[src/rtl/sar_adc_scan.sv]
// rtl/sar_adc_scan.sv - multi-channel SAR ADC scan sequencer; optional averaging via SAR_AVG_EN
module sar_adc_scan #(
  parameter int ADC_WIDTH  = 8,
  parameter int NUM_CH     = 4,
  parameter int SETTLE_CYC = 2,
  parameter int AVG_LOG2   = 2,
  localparam int CH_W      = $clog2(NUM_CH)
) (
  input  logic                 clk,
  input  logic                 rst,
  input  logic                 start,
  input  logic                 cont,
  input  logic [NUM_CH-1:0]    ch_mask,
  input  logic                 cmp,
  output logic [CH_W-1:0]      mux_sel,
  output logic                 sample,
  output logic [ADC_WIDTH-1:0] DACF,
  output logic                 busy,
  output logic                 eoc,
  output logic                 dout_valid,
  input  logic                 dout_ready,
  output logic [ADC_WIDTH-1:0] dout,
  output logic [CH_W-1:0]      dout_ch
);

  localparam int BW = (ADC_WIDTH > 1) ? $clog2(ADC_WIDTH) : 1;
  localparam int SW = (SETTLE_CYC > 1) ? $clog2(SETTLE_CYC + 1) : 1;

  typedef enum logic [1:0] {S_IDLE, S_SETTLE, S_CONV, S_LOAD} state_t;

  state_t                state_q, state_d;
  logic [NUM_CH-1:0]     mask_q, mask_d;
  logic [CH_W-1:0]       mux_sel_q, mux_sel_d;
  logic [SW-1:0]         settle_q, settle_d;
  logic [BW-1:0]         bit_q, bit_d;
  logic [ADC_WIDTH-1:0]  acc_q, acc_d;
  logic                  busy_q, busy_d;
  logic                  eoc_q, eoc_d;
  logic                  dout_valid_q, dout_valid_d;
  logic [ADC_WIDTH-1:0]  dout_q, dout_d;
  logic [CH_W-1:0]       dout_ch_q, dout_ch_d;

`ifdef SAR_AVG_EN
  localparam int SUM_W = ADC_WIDTH + AVG_LOG2;
  logic [SUM_W-1:0]      sum_q, sum_d;
  logic [AVG_LOG2-1:0]   avg_q, avg_d;
`else
  // AVG_LOG2 only matters for the averaging build; this empty block keeps it referenced.
  if (AVG_LOG2 < 0) begin : g_avg_log2_unused
  end
`endif

  logic [CH_W-1:0]       first_ch, next_ch;
  logic                  first_found, next_found;
  logic [ADC_WIDTH-1:0]  bit_onehot, trial, conv_res;

  // Trial code sets the bit under test on top of the bits already decided.
  assign bit_onehot = ADC_WIDTH'(1) << bit_q;
  assign trial      = acc_q | bit_onehot;
  assign conv_res   = cmp ? trial : acc_q;

  // Channel picking: lowest requested channel for a new scan, next higher captured one mid-scan.
  always_comb begin
    first_ch    = '0;
    first_found = 1'b0;
    next_ch     = '0;
    next_found  = 1'b0;
    for (int i = 0; i < NUM_CH; i++) begin
      if (!first_found && ch_mask[i]) begin
        first_found = 1'b1;
        first_ch    = CH_W'(i);
      end
      if (!next_found && mask_q[i] && (i > int'(mux_sel_q))) begin
        next_found = 1'b1;
        next_ch    = CH_W'(i);
      end
    end
  end

  // Sequencer next-state and result register update.
  always_comb begin
    state_d      = state_q;
    mask_d       = mask_q;
    mux_sel_d    = mux_sel_q;
    settle_d     = settle_q;
    bit_d        = bit_q;
    acc_d        = acc_q;
    busy_d       = busy_q;
    eoc_d        = 1'b0;
    dout_d       = dout_q;
    dout_ch_d    = dout_ch_q;
    dout_valid_d = dout_valid_q & ~dout_ready;
`ifdef SAR_AVG_EN
    sum_d        = sum_q;
    avg_d        = avg_q;
`endif
    case (state_q)
      S_IDLE: begin
        if (start && !busy_q && first_found) begin
          mask_d    = ch_mask;
          mux_sel_d = first_ch;
          settle_d  = '0;
          acc_d     = '0;
          busy_d    = 1'b1;
          state_d   = S_SETTLE;
`ifdef SAR_AVG_EN
          sum_d     = '0;
          avg_d     = '0;
`endif
        end
      end
      S_SETTLE: begin
        acc_d = '0;
        if (settle_q == SW'(SETTLE_CYC - 1)) begin
          bit_d   = BW'(ADC_WIDTH - 1);
          state_d = S_CONV;
        end else begin
          settle_d = settle_q + 1'b1;
        end
      end
      S_CONV: begin
        acc_d = conv_res;
        if (bit_q == '0) begin
`ifdef SAR_AVG_EN
          // Back-to-back conversions on the same channel; no resettling between them.
          sum_d = sum_q + SUM_W'(conv_res);
          if (avg_q == '1) begin
            state_d = S_LOAD;
          end else begin
            avg_d = avg_q + 1'b1;
            acc_d = '0;
            bit_d = BW'(ADC_WIDTH - 1);
          end
`else
          state_d = S_LOAD;
`endif
        end else begin
          bit_d = bit_q - 1'b1;
        end
      end
      S_LOAD: begin
        // Load only into an empty or draining result register; otherwise hold here.
        if (!dout_valid_q || dout_ready) begin
          dout_valid_d = 1'b1;
          dout_ch_d    = mux_sel_q;
`ifdef SAR_AVG_EN
          dout_d       = sum_q[SUM_W-1:AVG_LOG2];
          sum_d        = '0;
          avg_d        = '0;
`else
          dout_d       = acc_q;
`endif
          acc_d        = '0;
          settle_d     = '0;
          if (next_found) begin
            mux_sel_d = next_ch;
            state_d   = S_SETTLE;
          end else begin
            eoc_d = 1'b1;
            if (cont && first_found) begin
              mask_d    = ch_mask;
              mux_sel_d = first_ch;
              state_d   = S_SETTLE;
            end else begin
              busy_d  = 1'b0;
              state_d = S_IDLE;
            end
          end
        end
      end
      default: state_d = S_IDLE;
    endcase
  end

  // State and output registers with synchronous reset.
  always_ff @(posedge clk) begin
    if (rst) begin
      state_q      <= S_IDLE;
      mask_q       <= '0;
      mux_sel_q    <= '0;
      settle_q     <= '0;
      bit_q        <= '0;
      acc_q        <= '0;
      busy_q       <= 1'b0;
      eoc_q        <= 1'b0;
      dout_valid_q <= 1'b0;
      dout_q       <= '0;
      dout_ch_q    <= '0;
`ifdef SAR_AVG_EN
      sum_q        <= '0;
      avg_q        <= '0;
`endif
    end else begin
      state_q      <= state_d;
      mask_q       <= mask_d;
      mux_sel_q    <= mux_sel_d;
      settle_q     <= settle_d;
      bit_q        <= bit_d;
      acc_q        <= acc_d;
      busy_q       <= busy_d;
      eoc_q        <= eoc_d;
      dout_valid_q <= dout_valid_d;
      dout_q       <= dout_d;
      dout_ch_q    <= dout_ch_d;
`ifdef SAR_AVG_EN
      sum_q        <= sum_d;
      avg_q        <= avg_d;
`endif
    end
  end

  assign mux_sel    = mux_sel_q;
  assign sample     = (state_q == S_SETTLE);
  assign DACF       = (state_q == S_CONV) ? trial : '0;
  assign busy       = busy_q;
  assign eoc        = eoc_q;
  assign dout_valid = dout_valid_q;
  assign dout       = dout_q;
  assign dout_ch    = dout_ch_q;

endmodule

[config.mk]
export PLATFORM = sky130hd
export DESIGN_NAME = sar_adc_scan
export DESIGN_NICKNAME = d
export VERILOG_FILES = /design/src/rtl/sar_adc_scan.sv
export SDC_FILE = /design/constraint.sdc
export NUM_CORES = 1
export LEC_CHECK = 0
export BUFFER_PORTS_ARGS = -buffer_cell sky130_fd_sc_hd__buf_2
export CORE_UTILIZATION = 55
export CTS_CLUSTER_SIZE = 16
export DETAILED_ROUTE_END_ITERATION = 16
export PLACE_DENSITY_LB_ADDON = 0.1
export SYNTH_ARGS = -nofsm -noshare
export SYNTH_HDL_FRONTEND = slang
export SYNTH_SLANG_ARGS = --single-unit
[constraint.sdc]
create_clock -name clk -period 4.22 [get_ports clk]
set_input_delay 0.633 -clock clk [delete_from_list [all_inputs] [get_ports clk]]
set_output_delay 0.633 -clock clk [all_outputs]
set_load 0.02 [all_outputs]
# [Word-level counts from Yosys, hierarchy flattened]
# Cells that the tools add are included.
[totals] regBits=34 inputBits=10 output_inout_bits=24 elab_cells=120
[op_classes] n_addsub=2 magnitude_cmp=3 eq_ne=15 n_shift=1 mux=50 bitwise_logic=5 reduce_logical=33
[ops] cell="2-to-1 mux 8 bit" count=4
[ops] cell="one-hot mux 8 bit (4 select lines)" count=1
[ops] cell="2-to-1 mux 2 bit" count=15
[ops] cell="2-to-1 mux 1 bit" count=18
[ops] cell="inequality test 2 bit, second input constant" count=9
[ops] cell="2-to-1 mux 4 bit" count=4
[ops] cell="AND reduction 4 bit" count=3
[ops] cell="logical AND 1 bit" count=11
[ops] cell="AND reduction 5 bit" count=2
[ops] cell="bitwise OR 8 bit" count=1
[ops] cell="one-hot mux 2 bit (4 select lines)" count=1
[ops] cell="one-hot mux 4 bit (2 select lines)" count=1
[ops] cell="<< shifter 1 x 3 -> 8 bit, first input constant" count=1
[ops] cell="zero test 1 bit" count=7
[ops] cell="2-to-1 mux 3 bit" count=2
[ops] cell="one-hot mux 2 bit (3 select lines)" count=1
[ops] cell="one-hot mux 3 bit (2 select lines)" count=1
[ops] cell="AND reduction 3 bit" count=2
[ops] cell="== test 2 x 1 -> 1 bit, second input constant" count=2
[ops] cell="== test 2 bit, second input constant" count=2
[ops] cell="> comparator 2 bit, first input constant" count=2
[ops] cell="one-hot mux 2 bit (2 select lines)" count=1
[ops] cell="nonzero test 2 bit" count=2
[ops] cell="zero test 3 bit" count=1
[ops] cell="other kinds (13)" count=15

# [Depth between registers and ports, before layout]
[depth] word_depth=15 ltp_mapped=7 mapped_depth_nobuf=7

# [Worst setup path after synthesis]
# No wires, ideal clock.
[synth_path] path_kind="flip-flop to output port" start="register state_q[0]" end="output port DACF[4]" t_arrival_ns=1.319 t_required_ns=3.587 path_slack_ns=2.268 path_stages_with_launch=5 cell_sequence="dfxtp_1 inv_1 ha_1 clkbuf_1 nor2b_1"
[synth_between] elab_chain_cells=2
[synth_lines] item="start, declared" line_no="31" source="state_t state_q, state_d;"
[synth_lines] item="start signal, assigned" line_no="194" source="state_q <= state_d;"
[synth_lines] item="== test 2 bit" line_no="214" source="assign DACF = (state_q == S_CONV) ? trial : '0;"
[synth_lines] item="2-to-1 mux 8 bit" line_no="214"
[synth_lines] item="end, declared" line_no="17" source="output logic [ADC_WIDTH-1:0] DACF,"
# No other way between the ends.

# [Worst setup path after layout]
# Same ends and word-level chain as after synthesis.

==> impl_metrics.toml <==
[routing]
dr.pass1.iters = 4
avgViaCountPerCell = 5.46
routed_antenna_nets = 0
post-route-drc-count = 0
route.detailed.wl_per_inst_um = 12.7
detailroute.via_count = 1583
detail_route.wirelength_mm = 3.68
dr.first_iter.drc_count = 123

[layout]
drive_gt1_share_pct = 20.7
insertedDiodeCount = 0
filler_cell_count = 308
finish.net_count = 265
areaGrowthSynthToFinish_pct = 12.5
finish.instance_area_mm2 = 0.00204

[clock_tree]
cts-resized-gates = 0
numCtsBuffers = 5
cts_tree = "done"
cts.htree.levels = 2
cts.repair_timing.setup_buffer_count = 0
post_cts_hold_buffer_count = 0
root_buffer = "sky130_fd_sc_hd__clkbuf_4"
clock_insertion_delay_worst_skew_ns = 0.34
cts.reportedPaths.clkPinSlew_ns = 0.11
clock_path_buffers = 2
cts_num_sinks = 33

[yosys]
netlist-cell-type-count = 38
post_synth_edffs = 0
ys_top_cells_by_count = "38 x sky130_fd_sc_hd__nand2_1, 33 x sky130_fd_sc_hd__dfxtp_1, 20 x sky130_fd_sc_hd__a21oi_1"
synth_warnings = 0
synthDominantCellAreaShare_pct = 36.4
synth.avg_cell_area_um2 = 8.41
dominantRegCellSynth = "sky130_fd_sc_hd__dfxtp_1"
synthesis.area_mm2 = 0.00182
synth.most_common_cell = "sky130_fd_sc_hd__nand2_1"
synth_area_leader_cell = "sky130_fd_sc_hd__dfxtp_1"
synth_area_leaders = "sky130_fd_sc_hd__dfxtp_1 36%, sky130_fd_sc_hd__nand2_1 7.9%, sky130_fd_sc_hd__ha_1 6.9%"
synth.ff_latch_count = 33
syn-instance-count = 216
synth_sequential_area_ratio_pct = 36.4
postSynth.asyncResetShare_pct = 0
synth.net_count = 236

[worst_setup_path]
critical_path.max_fanout = 16
crit_required_ns = 3.59
start_kind = "flop"
startpoint = "state_q[0]"
r2r-start = "state_q[0]"
crit_path_end = "DACF[4]"
path_class = "flop to primary output"
ff2ff_path_depth = 5
critPathArrivalTime_ns = 1.78
critPathCaptureType = "primary output"
rr_endpoint = "mux_sel[1]"
r2r_setup_slack_ns = 2.08

[global_routing]
global_route.overflow_total = 0
first_global_vias = 1417
gr_layer_usage_met3_pct = 7.21
grt_util_met2_pct = 38.8
groute.layer.met1.usage_pct = 29.5
groute.usage.overall_pct = 23.7
global_route_wire_length_before_repair_mm = 6.22
initial_antenna_violation_count = 0
globalRoute.busiestLayer = "met2"
largest_net_degree_at_the_start_of_global_routing = 29

[floorplan]
io-pin-count = 34
chipHeight_um = 59.5
core_region_area_mm2 = 0.00310
initial_standard_cell_utilization_of_the_core_pct = 58.5
placement_rows = 20
floorplan.die_area_mm2 = 0.00353
chip_width_um = 59.5

[sta]
skew_ns = 0.00810
finalSetupTns_ns = 0
finalWorstPathRequiredPeriod_ns = 2.42
period_share_pct = 57.2
finalMaxSlewViolations = 0
hold_ws_ns = 0.458
slew_of_the_pin_with_the_lowest_slew_margin_ns = 0.625
timing.final.setup_violations = 0
fmax_mhz = 414
grt_setup_unrepaired = "false"
hold_viol_final = 0
relative_slew_margins_pct = 58.2

[flow_run]
maxCapViolCount = 0

[place]
postPlaceCellArea_mm2 = 0.00199
final_hpwl_dp_mm = 2.70
buffer_ports.inserted = 33
place.gp.congestion = 0.853

[power]
max-vdd-ir-drop_uv = 318
power_mw = 1.03
cellPowerDensity_mw_per_mm2 = 504
p_leak_nw = 0.835

[run_status]
status = "completed"

[worst_hold_path]
hold_path_class = "flop to flop"
==> worst max-delay path, stage by stage, from the launching register on <==
cell and delay [ns]:
sky130_fd_sc_hd__dfxtp_1 0.35, sky130_fd_sc_hd__inv_1 0.12, sky130_fd_sc_hd__ha_1 0.52, sky130_fd_sc_hd__nor2b_1 0.26, sky130_fd_sc_hd__buf_2 0.19
==> kinds of logic (layout without fill, tap and decap cells) <==
| family | after synthesis | after routing | share of synthesized area, % |
|---|---|---|---|
| AO/OA/AOI/OAI | 63 | 63 | 27.2 |
| adder cells (fa/ha/maj) | 10 | 10 | 6.89 |
| buffers and inverters | 20 | 50 | 4.55 |
| flip-flops | 33 | 33 | 36.4 |
| multiplexers | 6 | 6 | 3.65 |
| AND/OR/NAND/NOR | 84 | 84 | 21.3 |
==> where the power goes <==
part	switching (mW)	total, mW	internal (mW)
registers	0.0486	0.397	0.349
logic	0.274	0.455	0.181
clock network	0.115	0.178	0.0628
==> cell type report <==
type                       instances  area [um^2]  share of cell area [%]
multi-input combinational        163         1070                    52.5
sequential                        33          661                    32.4
timing repair buffer              33          165                    8.09
tap                               44         55.1                    2.70
clock buffer                       5         37.5                    1.84
inverter                           9         33.8                    1.65
clock inverter                     3         17.5                   0.858
==> metal layers <==
metal | part of all wire, % | up-vias
met5 | 0 | -
met4 | 0.79 | 0
met3 | 3.3 | 4
met2 | 45 | 26
met1 | 51 | 733
li1 | - | 820
==> registers in the layout (all words and copies together) (netlist names) <==
| register | count |
|---|---|
| bit_q | 3 |
| dout | 8 |
| dout_valid | 1 |
| settle_q | 2 |
| dout_ch | 2 |
| busy | 1 |
| acc_q | 8 |
| mux_sel | 2 |
| state_q | 2 |
| mask_q | 3 |
| eoc | 1 |
==> how the worst min path moves through the flow <==
stage              start         to  slack, ns  depth (start not counted)
2_1_floorplan  mask_q[1]  mask_q[1]       0.44                          2
3_3_place_gp     dout[6]    dout[6]       0.44                          2
3_5_place_dp     dout[3]    dout[3]       0.44                          2
4_1_cts          dout[3]    dout[3]       0.46                          2
5_1_grt          dout[1]    dout[1]       0.48                          2
6_report         dout[1]    dout[1]       0.46                          2
==> cells in the final DEF, fill, tap and decap left out, types with 8 or more instances in the layout <==
cell / Yosys / layout
sky130_fd_sc_hd__nor2_1: 15 / 15
sky130_fd_sc_hd__dfxtp_1: 33 / 33
sky130_fd_sc_hd__nor2b_1: 14 / 14
sky130_fd_sc_hd__inv_1: 9 / 9
sky130_fd_sc_hd__ha_1: 10 / 10
sky130_fd_sc_hd__nand2_1: 38 / 38
sky130_fd_sc_hd__nor3_1: 8 / 8
sky130_fd_sc_hd__buf_2: 0 / 33
sky130_fd_sc_hd__a32o_1: 9 / 9
sky130_fd_sc_hd__a21oi_1: 20 / 20
==> per-stage QoR <==
step / utilization, % / instances / setup WS [ns]
CTS: 65.8 / 290 / 1.79
global placement: 64.0 / 282 / 2.13
detailed placement: 64.0 / 282 / 2.10
floorplan: - / 216 / 2.27
finish: 65.8 / 290 / 1.80
global route: 65.8 / 290 / 1.65
Power figures use the tool's default switching activity.
